### config.mk
export PLATFORM = sky130hd
export DESIGN_NAME = alu_pipe_cc
export DESIGN_NICKNAME = d
export VERILOG_FILES = /design/src/rtl/alu_pkg.sv /design/src/rtl/alu_core.sv /design/src/rtl/alu_pipe_cc.sv
export SDC_FILE = /design/constraint.sdc
export NUM_CORES = 1
export LEC_CHECK = 0
export ABC_AREA = 1
export CELL_PAD_IN_SITES_DETAIL_PLACEMENT = 1
export CELL_PAD_IN_SITES_GLOBAL_PLACEMENT = 1
export CORE_MARGIN = 2
export CORE_UTILIZATION = 48
export DETAILED_ROUTE_END_ITERATION = 7
export DONT_BUFFER_PORTS = 1
export PLACE_DENSITY = 0.93
export SYNTH_ARGS = -nofsm -noshare
export SYNTH_HDL_FRONTEND = slang
export SYNTH_HIERARCHICAL = 1
export SYNTH_SLANG_ARGS = --single-unit
### constraint.sdc
create_clock -name clk -period 4.7 [get_ports clk]
set_input_delay 0.705 -clock clk [delete_from_list [all_inputs] [get_ports clk]]
set_output_delay 0.705 -clock clk [all_outputs]
set_load 0.1 [all_outputs]
### src/rtl/alu_pkg.sv
// Shared definitions for the Y86-64 execute ALU: function codes and condition-code layout.
package alu_pkg;

  localparam int ALU_ADD = 0;
  localparam int ALU_SUB = 1;
  localparam int ALU_AND = 2;
  localparam int ALU_XOR = 3;

  typedef struct packed {
    logic zf;
    logic sf;
    logic of;
  } cc_t;

  localparam cc_t CC_RESET = '{zf: 1'b1, sf: 1'b0, of: 1'b0};

endpackage

### src/rtl/alu_core.sv
// Combinational Y86 ALU: ADD/SUB/AND/XOR selected by ifun, with ZF/SF/OF derived from the result.
module alu_core
  import alu_pkg::*;
#(
  parameter int WIDTH = 64,
  parameter int OPW   = 4
) (
  input  logic [WIDTH-1:0] a,
  input  logic [WIDTH-1:0] b,
  input  logic [OPW-1:0]   op,
  output logic [WIDTH-1:0] result,
  output logic             zf,
  output logic             sf,
  output logic             of,
  output logic             illegal
);

  localparam int MSB = WIDTH - 1;
  localparam logic [OPW-1:0] OP_ADD = OPW'(ALU_ADD);
  localparam logic [OPW-1:0] OP_SUB = OPW'(ALU_SUB);
  localparam logic [OPW-1:0] OP_AND = OPW'(ALU_AND);
  localparam logic [OPW-1:0] OP_XOR = OPW'(ALU_XOR);

  // SUB follows Y86 operand order (valB - valA); the carry out of the MSB is dropped.
  always_comb begin
    result  = '0;
    of      = 1'b0;
    illegal = 1'b0;
    case (op)
      OP_ADD: begin
        result = b + a;
        of     = (a[MSB] == b[MSB]) && (result[MSB] != a[MSB]);
      end
      OP_SUB: begin
        result = b - a;
        of     = (a[MSB] != b[MSB]) && (result[MSB] != b[MSB]);
      end
      OP_AND:  result = a & b;
      OP_XOR:  result = a ^ b;
      default: illegal = 1'b1;
    endcase
  end

  assign zf = (result == '0);
  assign sf = result[MSB];

endmodule

### src/rtl/alu_pipe_cc.sv
// Registered ALU stage: input/output handshake, one-deep output register and the CC register.
module alu_pipe_cc
  import alu_pkg::*;
#(
  parameter int WIDTH = 64,
  parameter int OPW   = 4
) (
  input  logic             clk,
  input  logic             rst,
  input  logic             in_valid,
  output logic             in_ready,
  input  logic [WIDTH-1:0] in_a,
  input  logic [WIDTH-1:0] in_b,
  input  logic [OPW-1:0]   in_op,
  input  logic             in_set_cc,
  output logic             out_valid,
  input  logic             out_ready,
  output logic [WIDTH-1:0] out_result,
  output logic             out_err,
  output logic             cc_zf,
  output logic             cc_sf,
  output logic             cc_of
);

  // Handshake: a transfer happens on a rising edge where valid && ready; a producer holding
  // valid keeps its payload stable until that edge, and ready never depends on in_valid.
  logic             accept;
  logic             out_valid_q, out_valid_d;
  logic [WIDTH-1:0] result_q, result_d;
  logic             err_q, err_d;
  cc_t              cc_q, cc_d;

  logic [WIDTH-1:0] core_result;
  logic             core_zf, core_sf, core_of, core_illegal;

  alu_core #(
    .WIDTH(WIDTH),
    .OPW  (OPW)
  ) u_core (
    .a      (in_a),
    .b      (in_b),
    .op     (in_op),
    .result (core_result),
    .zf     (core_zf),
    .sf     (core_sf),
    .of     (core_of),
    .illegal(core_illegal)
  );

  assign in_ready = !rst && (!out_valid_q || out_ready);
  assign accept   = in_valid && in_ready;

  // CC follows accepted ops directly, so output backpressure never delays it.
  always_comb begin
    out_valid_d = out_valid_q;
    result_d    = result_q;
    err_d       = err_q;
    cc_d        = cc_q;
    if (accept) begin
      out_valid_d = 1'b1;
      result_d    = core_result;
      err_d       = core_illegal;
      if (in_set_cc && !core_illegal) begin
        cc_d = '{zf: core_zf, sf: core_sf, of: core_of};
      end
    end else if (out_ready) begin
      out_valid_d = 1'b0;
    end
  end

  always_ff @(posedge clk) begin
    if (rst) begin
      out_valid_q <= 1'b0;
      result_q    <= '0;
      err_q       <= 1'b0;
      cc_q        <= CC_RESET;
    end else begin
      out_valid_q <= out_valid_d;
      result_q    <= result_d;
      err_q       <= err_d;
      cc_q        <= cc_d;
    end
  end

  assign out_valid  = out_valid_q;
  assign out_result = result_q;
  assign out_err    = err_q;
  assign cc_zf      = cc_q.zf;
  assign cc_sf      = cc_q.sf;
  assign cc_of      = cc_q.of;

endmodule

* Word level (Yosys, flattened, before mapping) *
Index checks and enable logic that the tools add are counted.

operators by class
  add/sub/neg operators = 2
  equal/unequal tests = 7
  multiplexer cells = 5
  bitwise logic cells = 2
  reduce and logical (&&, ||, !) cells = 13

operators with widths
  kind                                                  count
  case mux 64 bit (4 select lines)                      1
  adder 64 bit                                          1
  AND 64 bit                                            1
  zero test 64 bit                                      1
  subtractor 64 bit                                     1
  bitwise XOR 64 bit                                    1
  equality test 4 x 2 -> 1 bit (second input constant)  2
  logical AND 1 bit                                     5
  equality test 4 x 1 -> 1 bit (second input constant)  1
  zero test 4 bit                                       1
  OR reduction 4 bit                                    1
  2-to-1 mux 1 bit                                      3
  inequality test 1 bit                                 3
  zero test 1 bit                                       2
  case mux 1 bit (2 select lines)                       1
  AND reduction 2 bit                                   1
  nonzero test 2 bit                                    1
  equality test 1 bit                                   1
  logical OR 1 bit                                      1

storage, ports and cells
  flip-flop bits (word level) = 69
  input bits = 137
  output and inout bits = 70
  logic and storage cells = 35

* Longest topological paths before layout *
  depth in word-level cells = 5
  mapped depth = 26
  mapped depth without buffers = 25

* By module *
Netlist, hierarchy kept.

modules (own cells, without submodules)
  module       times used  cells each  area each (µm²)  sequential area each (µm²)
  alu_core     1           3081        15134.5          0.0
  alu_pipe_cc  1           314         2522.4           1381.3

* Worst setup path before layout *
OpenSTA, ideal clock, no wires.

  kind = input to register
  start point = input in_b[0]
  end point = register cc_q (netlist bit cc_zf)
  arrival time = 2.772 ns
  required time = 4.635 ns
  slack = 1.864 ns
  stages = 24
  buffers on the path = 0
  cell sequence = inv_1 > ha_1 > fa_1 > inv_1 > nand3_1 > nand2_2 > nand2_2 > nand2_2 > nand2_2 > nand2_2 > nand2_2 > nand2_2 > nand3_1 > nand2_1 > nand2_1 > nand3_1 > nand2_1 > nor2_1 > nand2_1 > nor2_1 > nand3_1 > nor2_1 > nand2_1 > nand3_1

on the way
  word-level cells in the longest chain between the ends = 3
  elaborated cells on any way between the ends = 6
  those cells by class = 2 x add/sub; 1 x mux; 2 x bitwise; 1 x reduce/logical

RTL lines
  element                                          line               source
  start, declared                                  alu_pipe_cc.sv:13  input logic [WIDTH-1:0] in_b,
  subtractor 64 bit, or another cell as far along  alu_core.sv:35     result = b - a;
  case mux 64 bit (4 select lines) *               alu_core.sv:29     case (op)
  zero test 64 bit *                               alu_core.sv:44     assign zf = (result == '0);
  via core_zf                                      alu_pipe_cc.sv:34  logic core_zf, core_sf, core_of, core_illegal;
  end signal, assigned                             alu_pipe_cc.sv:76  cc_q <= CC_RESET;
  end signal, assigned                             alu_pipe_cc.sv:81  cc_q <= cc_d;
  end, declared                                    alu_pipe_cc.sv:31  cc_t cc_q, cc_d;

Mark *: on every way through the listed nets, which the timed path passes. The rest lies on a longest branch.
A chain may end at the register's enable or synchronous reset.

* Worst setup path after layout *
  start point = input in_a[10]
  end point = register cc_q (netlist bit cc_zf)

on the way
  word-level cells in the longest chain between the ends = 3
  elaborated cells on any way between the ends = 6
  those cells by class = 2 x add/sub; 1 x mux; 2 x bitwise; 1 x reduce/logical

RTL lines
  element                                          line               source
  start, declared                                  alu_pipe_cc.sv:12  input logic [WIDTH-1:0] in_a,
  subtractor 64 bit, or another cell as far along  alu_core.sv:35
  case mux 64 bit (4 select lines) *               alu_core.sv:29
  zero test 64 bit *                               alu_core.sv:44
  via core_zf                                      alu_pipe_cc.sv:34

Marks and branches as above.

==> flow_summary_export.csv <==
group,metric,value,unit
outcome,status,"completed",
synthesis,synthAdderAreaFrac,9.30,%
synthesis,synth_seq_cells,69,
final_layout,area_delta_synth_final,1.09,%
sta,whs,0.450,ns
routing,via_count,22100,
global_routing,grt_pass1_wl,129000,um
synthesis,synth_nets,3662,
synthesis,syn_inst,3395,
placed_design,dpl.hpwl,73700,um
final_layout,fillers,5609,
cts,cts_setup_buffers,0,
floorplanning,io_pins,207,
cts,cts_resized,0,
final_layout,final_util,49.0,%
synthesis,synth_xor_xnor_area_share,0.0992,%
synthesis,synth_top_family_by_area,"simple AND/OR/NAND/NOR gates",
sta,setup_viol_count_final,0,
synthesis,synth.yosys.seq_area_share,7.82,%
power,p_per_area,197,nW/um^2
setup_path,start_kind,"input port",
sta,max_slew_margin,16.8,%
floorplanning,fp.dieW,196,um
floorplanning,die_area,38300,um^2
sta,min_period_over_period,86.0,%
job,drv_cap,0,
routing,vias_per_cell,5.85,
synthesis,ys_warn_count,6,
power,power_leakage,10.6,nW
cts,ctsHoldBuffers,0,
cts,clk_path_buf_depth,2,
synthesis,avgSynthCellArea,5.20,um^2
routing,drc,0,
synthesis,synth_area,17700,um^2
setup_path,critPathArrivalTime,4.30,ns
synthesis,synth_compound_area_share,7.98,%
cts,root_buffer,"clkbuf_16",
synthesis,synthMuxAreaShare,0,%
routing,wl,86900,um
cts,cts_tree,"yes",
setup_path,worstPathRequired,4.96,ns
sta,max_freq,247,MHz
sta,skew,0.00700,ns
floorplanning,core-area,36400,um^2
sta,setup_ws,0.657,ns
cts,cts-htree-levels,3,
global_routing,grt_start_max_net_pins,70,
cts,clk_pin_slew_worst_paths,0.06,ns
synthesis,synth_edf_count,0,
floorplanning,die_h,196,um
setup_path,end_kind,"flop",
routing,wl_per_cell,23.0,um
routing,final_antenna_net_count,0,
synthesis,ys_async_sr_fraction,0,%
routing,drt_iter0_markers,2136,
sta,worst_pin_slew,1.25,ns
sta,slew_viol_final,0,
synthesis,synthFlopType,"dfxtp_1",
global_routing,overflow,0,
placed_design,dp_slack,0.555,ns
hold_path,hold_path.class,"in2reg",
sta,fin_crit,4.04,ns
sta,fin_setup_tns,0,ns
placed_design,gp_congestion,1.05,
final_layout,layout-drive-gt1-share,10.8,%
setup_path,worst-path-max-fanout,10,
sta,rsz0062_at_grt,"false",
global_routing,grtUsageTotal,44.1,%
cts,cts_num_sinks,69,
routing,firstDrtPassIters,5,
synthesis,yosys.area_share.simple,53.8,%
synthesis,ys_types,44,
global_routing,first_global_vias,22000,
final_layout,nNetsFinal,3576,
floorplanning,start_util,48.5,%
floorplanning,rows,70,
cts,clock_latency,0.34,ns
placed_design,numPortBuffers,0,
setup_path,crit_type,"in2reg",
power,ir_worst_vdd,0.191,mV
sta,hold_viol_final,0,
global_routing,antenna_found_initial,1,
cts,cts_buffers,9,
-- metrics by stage --
step                      area, um^2  power [mW]  cells
final                          17800        3.52   3783
after global routing           17800        3.69   3782
after CTS                      17800        3.44   3782
after detailed placement       17500        2.73   3766
after global placement         17500        2.67   3766
after floorplan                17700        2.21   3395
-- state kept, by name, indices dropped and copies added, names as in the netlist --
register,count
cc_of,1
cc_sf,1
cc_zf,1
out_err,1
out_result,64
out_valid,1
-- power by group --
group | switching [mW] | total [mW] | leakage, nW | internal [mW]
logic | 1.47 | 2.00 | 9.93 | 0.527
registers | 0.202 | 0.812 | 0.560 | 0.610
clock network | 0.252 | 0.706 | 0.152 | 0.453
total | 1.93 | 3.52 | 10.6 | 1.59
-- routing by layer --
layer,GRT usage [%],up-vias,share of wire (%)
li1,-,10100,-
met1,58.1,10700,42
met2,70.3,1099,43
met3,7.08,233,10
met4,21.4,0,5.5
met5,0,-,0
-- worst paths after layout --
kind / end / startpoint / cells past startpoint / slack [ns]
setup / recovery: cc_zf / in_a[10] / 18 / 0.66
setup reg to reg: out_result[14] / out_valid / 4 / 2.00
hold reg to reg: out_result[25] / out_result[25] / 2 / 0.97
hold / removal: out_valid / rst / 1 / 0.45
-- Yosys cell counts, types with 28 or more instances --
cell,count,area (um^2)
nand2_1,1145,4300
a21oi_1,104,521
nand3_2,32,320
nor2_1,214,803
dfxtp_1,69,1380
inv_2,55,206
ha_1,128,1600
nand3_1,375,1880
o22ai_1,47,294
nand2_2,87,544
nand4_1,46,288
o21ai_0,53,265
nor2_4,33,372
nor2_2,79,494
buf_6,37,417
inv_1,703,2640
buf_4,28,210
-- area by class of cell --
type / instances / area (um^2) / area share, %
diodes: 1 / 2.50 / 0.0140
clock buffers: 13 / 270 / 1.51
multi-input cells: 2449 / 12600 / 70.4
repair buffers: 14 / 118 / 0.659
well taps: 468 / 586 / 3.28
flip-flops and latches: 69 / 1380 / 7.74
clock inverters: 3 / 42.5 / 0.238
inverters: 766 / 2880 / 16.1
-- cell families after synthesis --
kind of cell	count (synthesis)
DFF	69
xor gates and xnor gates	2
adders and majority gates	130
and+or+nand+nor	2068
buffers and inverters	877
AOI/OAI and AO/OA	249
-- worst max-delay path, stage by stage --
cell and delay (ns):
inv_1 0.03, ha_1 0.65, nand2_2 0.16, nor2_2 0.31, nand2_1 0.30, nor2_1 0.16, nand2_1 0.10, nand3_2 0.18
nand2_1 0.07, nand3_1 0.11, nand2_1 0.08, nor2_1 0.57, nand3_1 0.16, nor2_1 0.26, nand3_1 0.15, nor2_1 0.13
nand2_1 0.07, nand3_1 0.09
-- cell usage in the layout, fill, tap and decap left out, types with 13 or more instances in the layout --
cell type and instances:
nand4_1 46, o21ai_0 53, inv_2 55, nand2_2 87, a21oi_1 104, nor2_1 214
buf_4 13, nor2_2 79, nand3_1 375, dfxtp_1 69, nor3_2 14, nand3b_1 13
inv_1 702, nor2_4 33, ha_1 128, nand2_1 1145, nand3_2 32, o22ai_1 47
(Power assumes the default switching activity.)
